$ cat config.mk
export PLATFORM = sky130hd
export DESIGN_NAME = keypad_emulator
export DESIGN_NICKNAME = d
export VERILOG_FILES = /design/src/rtl/keypad_emulator.sv
export SDC_FILE = /design/constraint.sdc
export NUM_CORES = 1
export LEC_CHECK = 0
export CORE_ASPECT_RATIO = 1.2
export CORE_UTILIZATION = 40
export CTS_CLUSTER_DIAMETER = 100
export DETAILED_ROUTE_END_ITERATION = 8
export PLACE_DENSITY = 0.62
export SKIP_LAST_GASP = 1
export SLEW_MARGIN = 40
export SYNTH_ARGS = -nofsm -noshare
export SYNTH_HDL_FRONTEND = slang
export SYNTH_SLANG_ARGS = --single-unit
$ cat constraint.sdc
create_clock -name clk_div -period 4 [get_ports clk_div]
set_input_delay 0.4 -clock clk_div [delete_from_list [all_inputs] [get_ports clk_div]]
set_output_delay 0.4 -clock clk_div [all_outputs]
set_load 0.02 [all_outputs]
$ cat src/rtl/keypad_emulator.sv
// Keypad emulator: replays queued key codes as timed presses on the column
// side of a 4x4 active-low row-scanned keypad matrix.
module keypad_emulator #(
  parameter int HOLD_CYCLES = 24,
  parameter int GAP_CYCLES  = 12,
  parameter int FIFO_DEPTH  = 4
) (
  input  logic                          clk_div,
  input  logic                          reset,
  input  logic [3:0]                    keypadRow,
  input  logic                          cmd_valid,
  input  logic [3:0]                    cmd_key,
  output logic                          cmd_ready,
  output logic [3:0]                    keypadCol,
  output logic                          key_active,
  output logic [3:0]                    pressed_key,
  output logic                          key_done,
  output logic [$clog2(FIFO_DEPTH):0]   fifo_count
);

  localparam int AW = $clog2(FIFO_DEPTH);
  localparam int CW = AW + 1;

  typedef enum logic [1:0] {IDLE, PRESS, GAP} state_t;

  state_t          state_q, state_d;
  logic [7:0]      cnt_q, cnt_d;
  logic            active_q, active_d;
  logic [3:0]      key_q, key_d;
  logic            done_q, done_d;

  logic [3:0]      mem_q [FIFO_DEPTH];
  logic [AW-1:0]   wr_q, wr_d, rd_q, rd_d;
  logic [CW-1:0]   count_q, count_d;

  logic            push, pop;
  logic [7:0]      rowcol;

  // Key code to {row strobe, column return}; must agree with the scanner's layout.
  function automatic logic [7:0] key_map(input logic [3:0] k);
    case (k)
      4'h7: key_map = {4'b1110, 4'b1110};
      4'h4: key_map = {4'b1110, 4'b1101};
      4'h1: key_map = {4'b1110, 4'b1011};
      4'h0: key_map = {4'b1110, 4'b0111};
      4'h8: key_map = {4'b1101, 4'b1110};
      4'h5: key_map = {4'b1101, 4'b1101};
      4'h2: key_map = {4'b1101, 4'b1011};
      4'hA: key_map = {4'b1101, 4'b0111};
      4'h9: key_map = {4'b1011, 4'b1110};
      4'h6: key_map = {4'b1011, 4'b1101};
      4'h3: key_map = {4'b1011, 4'b1011};
      4'hB: key_map = {4'b1011, 4'b0111};
      4'hC: key_map = {4'b0111, 4'b1110};
      4'hD: key_map = {4'b0111, 4'b1101};
      4'hE: key_map = {4'b0111, 4'b1011};
      default: key_map = {4'b0111, 4'b0111};
    endcase
  endfunction

  // Ready is withheld while full, even if a pop happens the same cycle.
  assign cmd_ready = !reset && (count_q != CW'(FIFO_DEPTH));
  assign push      = cmd_valid && cmd_ready;
  assign pop       = (state_q == IDLE) && (count_q != '0);

  // Column return: the only combinational row-to-column path.
  always_comb begin
    rowcol    = key_map(key_q);
    keypadCol = 4'b1111;
    if (active_q && (keypadRow == rowcol[7:4])) keypadCol = rowcol[3:0];
  end

  // FIFO pointer and occupancy next-state.
  always_comb begin
    wr_d    = wr_q;
    rd_d    = rd_q;
    count_d = count_q;
    if (push) wr_d = wr_q + AW'(1);
    if (pop)  rd_d = rd_q + AW'(1);
    case ({push, pop})
      2'b10:   count_d = count_q + CW'(1);
      2'b01:   count_d = count_q - CW'(1);
      default: count_d = count_q;
    endcase
  end

  // FIFO storage; contents are meaningless until counted, so no reset.
  always_ff @(posedge clk_div) begin
    if (push) mem_q[wr_q] <= cmd_key;
  end

  // FIFO control registers.
  always_ff @(posedge clk_div) begin
    if (reset) begin
      wr_q    <= '0;
      rd_q    <= '0;
      count_q <= '0;
    end else begin
      wr_q    <= wr_d;
      rd_q    <= rd_d;
      count_q <= count_d;
    end
  end

  // Press/gap sequencer next-state and outputs.
  always_comb begin
    state_d  = state_q;
    cnt_d    = cnt_q;
    active_d = active_q;
    key_d    = key_q;
    done_d   = 1'b0;
    case (state_q)
      IDLE: begin
        if (pop) begin
          key_d    = mem_q[rd_q];
          active_d = 1'b1;
          cnt_d    = '0;
          state_d  = PRESS;
        end
      end
      PRESS: begin
        if (cnt_q == 8'(HOLD_CYCLES - 1)) begin
          active_d = 1'b0;
          cnt_d    = '0;
          state_d  = GAP;
        end else begin
          cnt_d = cnt_q + 8'd1;
        end
      end
      GAP: begin
        if (cnt_q == 8'(GAP_CYCLES - 1)) begin
          done_d  = 1'b1;
          cnt_d   = '0;
          state_d = IDLE;
        end else begin
          cnt_d = cnt_q + 8'd1;
        end
      end
      default: state_d = IDLE;
    endcase
  end

  // Sequencer state register.
  always_ff @(posedge clk_div) begin
    if (reset) begin
      state_q  <= IDLE;
      cnt_q    <= '0;
      active_q <= 1'b0;
      key_q    <= '0;
      done_q   <= 1'b0;
    end else begin
      state_q  <= state_d;
      cnt_q    <= cnt_d;
      active_q <= active_d;
      key_q    <= key_d;
      done_q   <= done_d;
    end
  end

  assign key_active  = active_q;
  assign pressed_key = key_q;
  assign key_done    = done_q;
  assign fifo_count  = count_q;

endmodule

==> results of run 1 <==
-- Yosys cell counts, types with 2 or more instances --
library cell / instances / area, um^2
nand2_1: 25 / 93.8
dfxtp_1: 23 / 460
edfxtp_1: 16 / 480
ha_1: 15 / 188
inv_1: 15 / 56.3
a21oi_1: 11 / 55.1
nand3_1: 11 / 55.1
nor2_1: 11 / 41.3
o21ai_0: 9 / 45.0
and3_1: 6 / 37.5
clkbuf_1: 6 / 22.5
a31oi_1: 5 / 31.3
mux2i_1: 5 / 50.1
xnor2_1: 5 / 43.8
mux4_2: 4 / 90.1
o31ai_1: 4 / 30.0
or3_1: 4 / 25.0
xor2_1: 4 / 35.0
nand2b_1: 3 / 18.8
nor3_1: 3 / 15.0
nor4b_1: 3 / 26.3
and2_1: 2 / 12.5
nand3b_1: 2 / 15.0
nand4_1: 2 / 12.5
nor2b_1: 2 / 12.5
o211ai_1: 2 / 15.0
-- cells by family after synthesis --
family | Yosys count
fa+ha+maj | 16
compound gates | 36
xor+xnor | 9
buf+inv | 24
mux | 9
flops | 39
simple gates | 78
-- per-layer routing --
layer | vias to the layer above | wire length [um] | track usage [%]
li1 | 806 | - | -
met1 | 735 | 1790 | 19.5
met2 | 25 | 1760 | 23.2
met3 | 2 | 119 | 3.37
met4 | 0 | 27 | 5.63
met5 | - | 0 | 0
-- report_power, final --
part	switching, uW	internal (uW)	total (uW)	leakage (uW)
logic	411	323	733	0.000489
registers	99.6	479	578	0.000333
clock network	147	189	336	0.0000587
total	657	990	1650	0.000881
-- registers in the layout, indices dropped and copies added (netlist names) --
| name | flops |
|---|---|
| wr_q | 2 |
| pressed_key | 4 |
| mem_q | 16 |
| cnt_q | 8 |
| rd_q | 2 |
| state_q | 2 |
| fifo_count | 3 |
| key_active | 1 |
| key_done | 1 |
-- critical path, cell delays in order, from the launching register on --
cell and delay (ns):
dfxtp_1 0.44, inv_1 0.13, ha_1 0.31, a211oi_1 0.29, xnor2_1 0.10, nor3_1 0.36, nand4_1 0.13, clkdlybuf4s50_1 0.56
-- metrics by stage --
stage	util, %	hold WS (ns)	instances
after floorplan	-	0.444	211
after global placement	48.0	0.455	289
after detailed placement	48.0	0.469	289
after CTS	50.4	0.479	297
after global routing	50.4	0.507	297
final	50.4	0.475	297
-- final timing paths --
check | start | end | cells past startpoint
max | pressed_key[0] | keypadCol[1] | 7
min | cnt_q[1] | cnt_q[1] | 2
max reg2reg | state_q[0] | fifo_count[2] | 11
min reg2reg | cnt_q[1] | cnt_q[1] | 2
-- layout make-up --
cell class                      count  area [um^2]
Clock buffer                        5         68.8
Clock inverter                      3         47.5
Fill cell                         489         2470
Inverter                           16         60.1
Multi-Input combinational cell    148         1060
Sequential cell                    39          941
Tap cell                           60         75.1
Timing Repair Buffer               26          255
==> metrics, run 1 <==
H-tree levels 2; Cell variety after synth 39; critical path fanouts, max 6; CTS Buffer Depth 2; fin area 2500 um^2; Synth Area in Simple Gates 19.5%; yosys warns 0; initial antenna violation count 0; EDFF count, synth 16; multiplexer share of the synthesized area 6.68%; Vias/cell 5.28; Max Clock Skew 0.00625 ns; final hold violations 0; Post-synth ARST share 0%; r2r setup slk 1.64 ns; critical path required time 3.60 ns; outcome finished clean; Worst setup SP type flop; RD Place Congestion 0.736; Mapped Cells 211; hold crit path type reg2reg; first-pass GRT wire length 6.18 mm; die width 68.1 um; clock insertion delay at the later pin of the skew report 0.29 ns; critical path type reg2out; Power Total 1650 uW; Crit. End Element output port; Cell Rows 28; Num Clock Sinks 39; Net Count, Synth 238; # diodes 0; reported max-cap violation count 0; # DRC 0; number of global-route vias before repair 1,411; HPWL after detailed placement 2.67 mm; Ports 25; Slew headroom 62.8%; Overflow after GRT 0; die footprint 5540 um^2; Synth Cell Area 2100 um^2; Worst-path clk slew 0.08 ns; Final WS setup 0.989 ns; drt pass-1 iters 4; share of cells above drive strength 1 8.02%; Routed Antenna Nets 0; placed cell area 2390 um^2; total CTS buffers 5; syn avg cell area 9.94 um^2; # resized after CTS 0; pre-CTS setup slack 1.15 ns; Fmax 332 MHz; prevailing post-synth register cell dfxtp_1; Lkg Pwr 0.000881 uW; Slew Viols, Final 0; CTS tree built; layout net count 263; WL/cell 12.5 um; Synth Area in XOR/XNOR 3.76%; Total GRT Usage 14.8%; post-CTS setup buffers 0; worst slew pin tran 0.550 ns; most common cell after layout, fill and taps aside nand2_1; main combinational cell family by area after synthesis simple AND/OR/NAND/NOR gates; Vias 1,568; CTS Hold Bufs 0; I/O Buffers 24; RSZ-0062 raised after global routing no; Post-Route WL 3.70 mm; post-synthesis compound-gate area fraction 10.6%; post-synthesis sequential area ratio 44.9%; DR iter-0 viols 82; endpoints failing setup 0; Period minus WS final 3.01 ns; Initial Utilization 42.2%; PwrDens 658 nW/um^2; Root Driver clkbuf_8; final setup TNS 0 ns; commonest cells after routing, fill and taps aside nand2_1, clkdlybuf4s50_1, dfxtp_1; area share of fa/ha/maj cells after synthesis 9.90%; CORE AREA 4970 um^2; synthesis-stage register bit count 39; largest net degree at the start of global routing 26; Die H 81.3 um; Max VDD drop 0.355 mV; area delta synth->final 19.5%; final worst path period share 75.3%; Arrival @ worst endpoint 2.61 ns
No activity file was read; power rests on OpenSTA's default activity.
==> run 2, diff against run 1 <==
PLACE_DENSITY = 0.65   (was 0.62)
clock period = 2.54 ns   (was 4 ns; I/O delays follow)
==> run 2 against run 1 <==
Compared with the run above:
- worst hold slack worse by 0.0062 ns
- sequential power is 54% higher
- register-to-register slack got worse by 1.3 ns
- clock skew increased by 0.0019 ns
- cell count grew 1.3%
- via count down 0.38%
- sequential share of layout area fell by 0.76 points
- die area did not move
- setup slack worse by 0.84 ns
==> metrics, run 2 (same netlist as run 1, synthesis figures left out) <==
Fmax 419 MHz; Slew Viols, Final 0 (unchanged); area delta synth->final 22.3% (was 19.5%); Arrival @ worst endpoint 2.13 ns (was 2.61 ns); share of cells above drive strength 1 11.2% (was 8.02%); Routed Antenna Nets 0 (unchanged); critical path required time 2.29 ns (was 3.60 ns); WL/cell 12.6 um (was 12.5 um); total CTS buffers 5 (unchanged); layout net count 267 (was 263); die footprint 5540 um^2 (unchanged); worst slew pin tran 0.519 ns (was 0.550 ns); clock insertion delay at the later pin of the skew report 0.29 ns (about the same); commonest cells after routing, fill and taps aside nand2_1, dfxtp_1, clkdlybuf4s50_1 (was nand2_1, clkdlybuf4s50_1, dfxtp_1); number of global-route vias before repair 1,415 (was 1,411); Slew headroom 64.9% (was 62.8%); final worst path period share 94.0%; Vias 1,562 (was 1,568); hold crit path type reg2reg (unchanged); Overflow after GRT 0 (unchanged); PwrDens 1060 nW/um^2 (was 658 nW/um^2); Ports 25 (unchanged); outcome finished clean (unchanged); die width 68.1 um (unchanged); max reg flops 16 (unchanged); Die H 81.3 um (unchanged); # DRC 0 (unchanged); Root Driver clkbuf_8 (unchanged); Crit. End Element output port (unchanged); final hold violations 0 (unchanged); Worst setup SP type flop (unchanged); # diodes 0 (unchanged); critical path type reg2out (unchanged); RSZ-0062 raised after global routing no (unchanged); Cell Rows 28 (unchanged); Post-Route WL 3.79 mm (was 3.70 mm); CTS Buffer Depth 2 (unchanged); Total GRT Usage 15.6% (was 14.8%); CTS tree built (unchanged); Vias/cell 5.19 (was 5.28); FILL cells 468 (was 489); I/O Buffers 24 (unchanged); Num Clock Sinks 39 (unchanged); WHS 0.469 ns (was 0.475 ns); Max VDD drop 0.742 mV (was 0.355 mV); drt pass-1 iters 4 (unchanged); critical path fanouts, max 7 (was 6); endpoints failing setup 0 (unchanged); final setup TNS 0 ns (unchanged); post-CTS setup buffers 0 (unchanged); most common cell after layout, fill and taps aside nand2_1 (unchanged); largest net degree at the start of global routing 25 (was 26); CORE AREA 4970 um^2 (unchanged); Lkg Pwr 0.000903 uW (was 0.000881 uW); reported max-cap violation count 0 (unchanged); HPWL after detailed placement 2.72 mm (was 2.67 mm); DR iter-0 viols 42 (was 82); initial antenna violation count 0 (unchanged); RD Place Congestion 0.789 (was 0.736); Most flops, register mem_q (unchanged); Initial Utilization 42.2% (unchanged); Max Clock Skew 0.00817 ns (was 0.00625 ns); first-pass GRT wire length 6.30 mm (was 6.18 mm); H-tree levels 2 (unchanged); Worst-path clk slew 0.08 ns (about the same); Period minus WS final 2.39 ns
## run 2: cell count changes in the layout (fill, tap and decap cells not counted), moves of 2 or more
| cell | previous run | this run |
|---|---|---|
| dfxtp_2 | 0 | 2 |
| dfxtp_1 | 23 | 21 |
| clkdlybuf4s50_1 | 24 | 20 |
| buf_4 | 2 | 6 |
| dlygate4sd2_1 | 0 | 4 |
## run 2: per-stage QoR
stage | std cells | power [uW] | worst slack, ns | area (um^2) | utilization, %
after floorplan | 211 | 1750 | 0.0527 | 2100 | -
after global placement | 293 | 2100 | 0.0861 | 2420 | 48.6
after detailed placement | 293 | 2100 | 0.0160 | 2420 | 48.6
after CTS | 301 | 2720 | 0.0166 | 2550 | 51.3
after global routing | 301 | 2940 | 0.000459 | 2560 | 51.5
final | 301 | 2720 | 0.153 | 2560 | 51.5
## run 2: final timing paths
path	startpoint	endpoint	slack, ns	cells after the start
min reg2reg	cnt_q[1]	cnt_q[1]	0.47	2
min	cnt_q[1]	cnt_q[1]	0.47	2
max reg2reg	state_q[0]	cnt_q[2]	0.34	7
max	pressed_key[1]	keypadCol[1]	0.15	8
## run 2: repair_timing
item / CTS / global route
hold buffers: 0 / 0
endpoints found under the setup margin: 4 / 4
pin swaps: 0 / 2
gates resized for setup: 5 / 3
## run 2: power by group
group | internal (uW) | switching (uW) | total [uW]
registers | 757 | 135 | 892
clock network | 393 | 217 | 610
logic | 541 | 678 | 1220
total | 1690 | 1030 | 2720
## run 2: layout make-up
cell class	instances	area (um^2)	share of cell area, %
inverter	16	60.1	2.34
sequential	39	943	36.8
clock inverter	2	60.1	2.34
tap	60	75.1	2.93
clock buffer	6	72.6	2.83
multi-input combinational	148	1070	41.8
timing repair buffer	30	280	10.9
## run 2: layer usage
metal,global-route usage [%],routed length (um),share of wire (%),vias to the layer above
met5,0,0,0,-
met4,6.88,70,1.8,0
met3,3.37,159,4.2,6
met2,25.0,1740,46,30
met1,19.9,1820,48,715
li1,-,-,-,811
## run 2: critical path, stage by stage (launching register included)
cell,delay [ns]
dfxtp_2,0.36
inv_1,0.12
ha_1,0.16
inv_1,0.04
or3_1,0.29
o21ai_0,0.11
xor2_1,0.31
nand4_1,0.12
dlygate4sd2_1,0.33
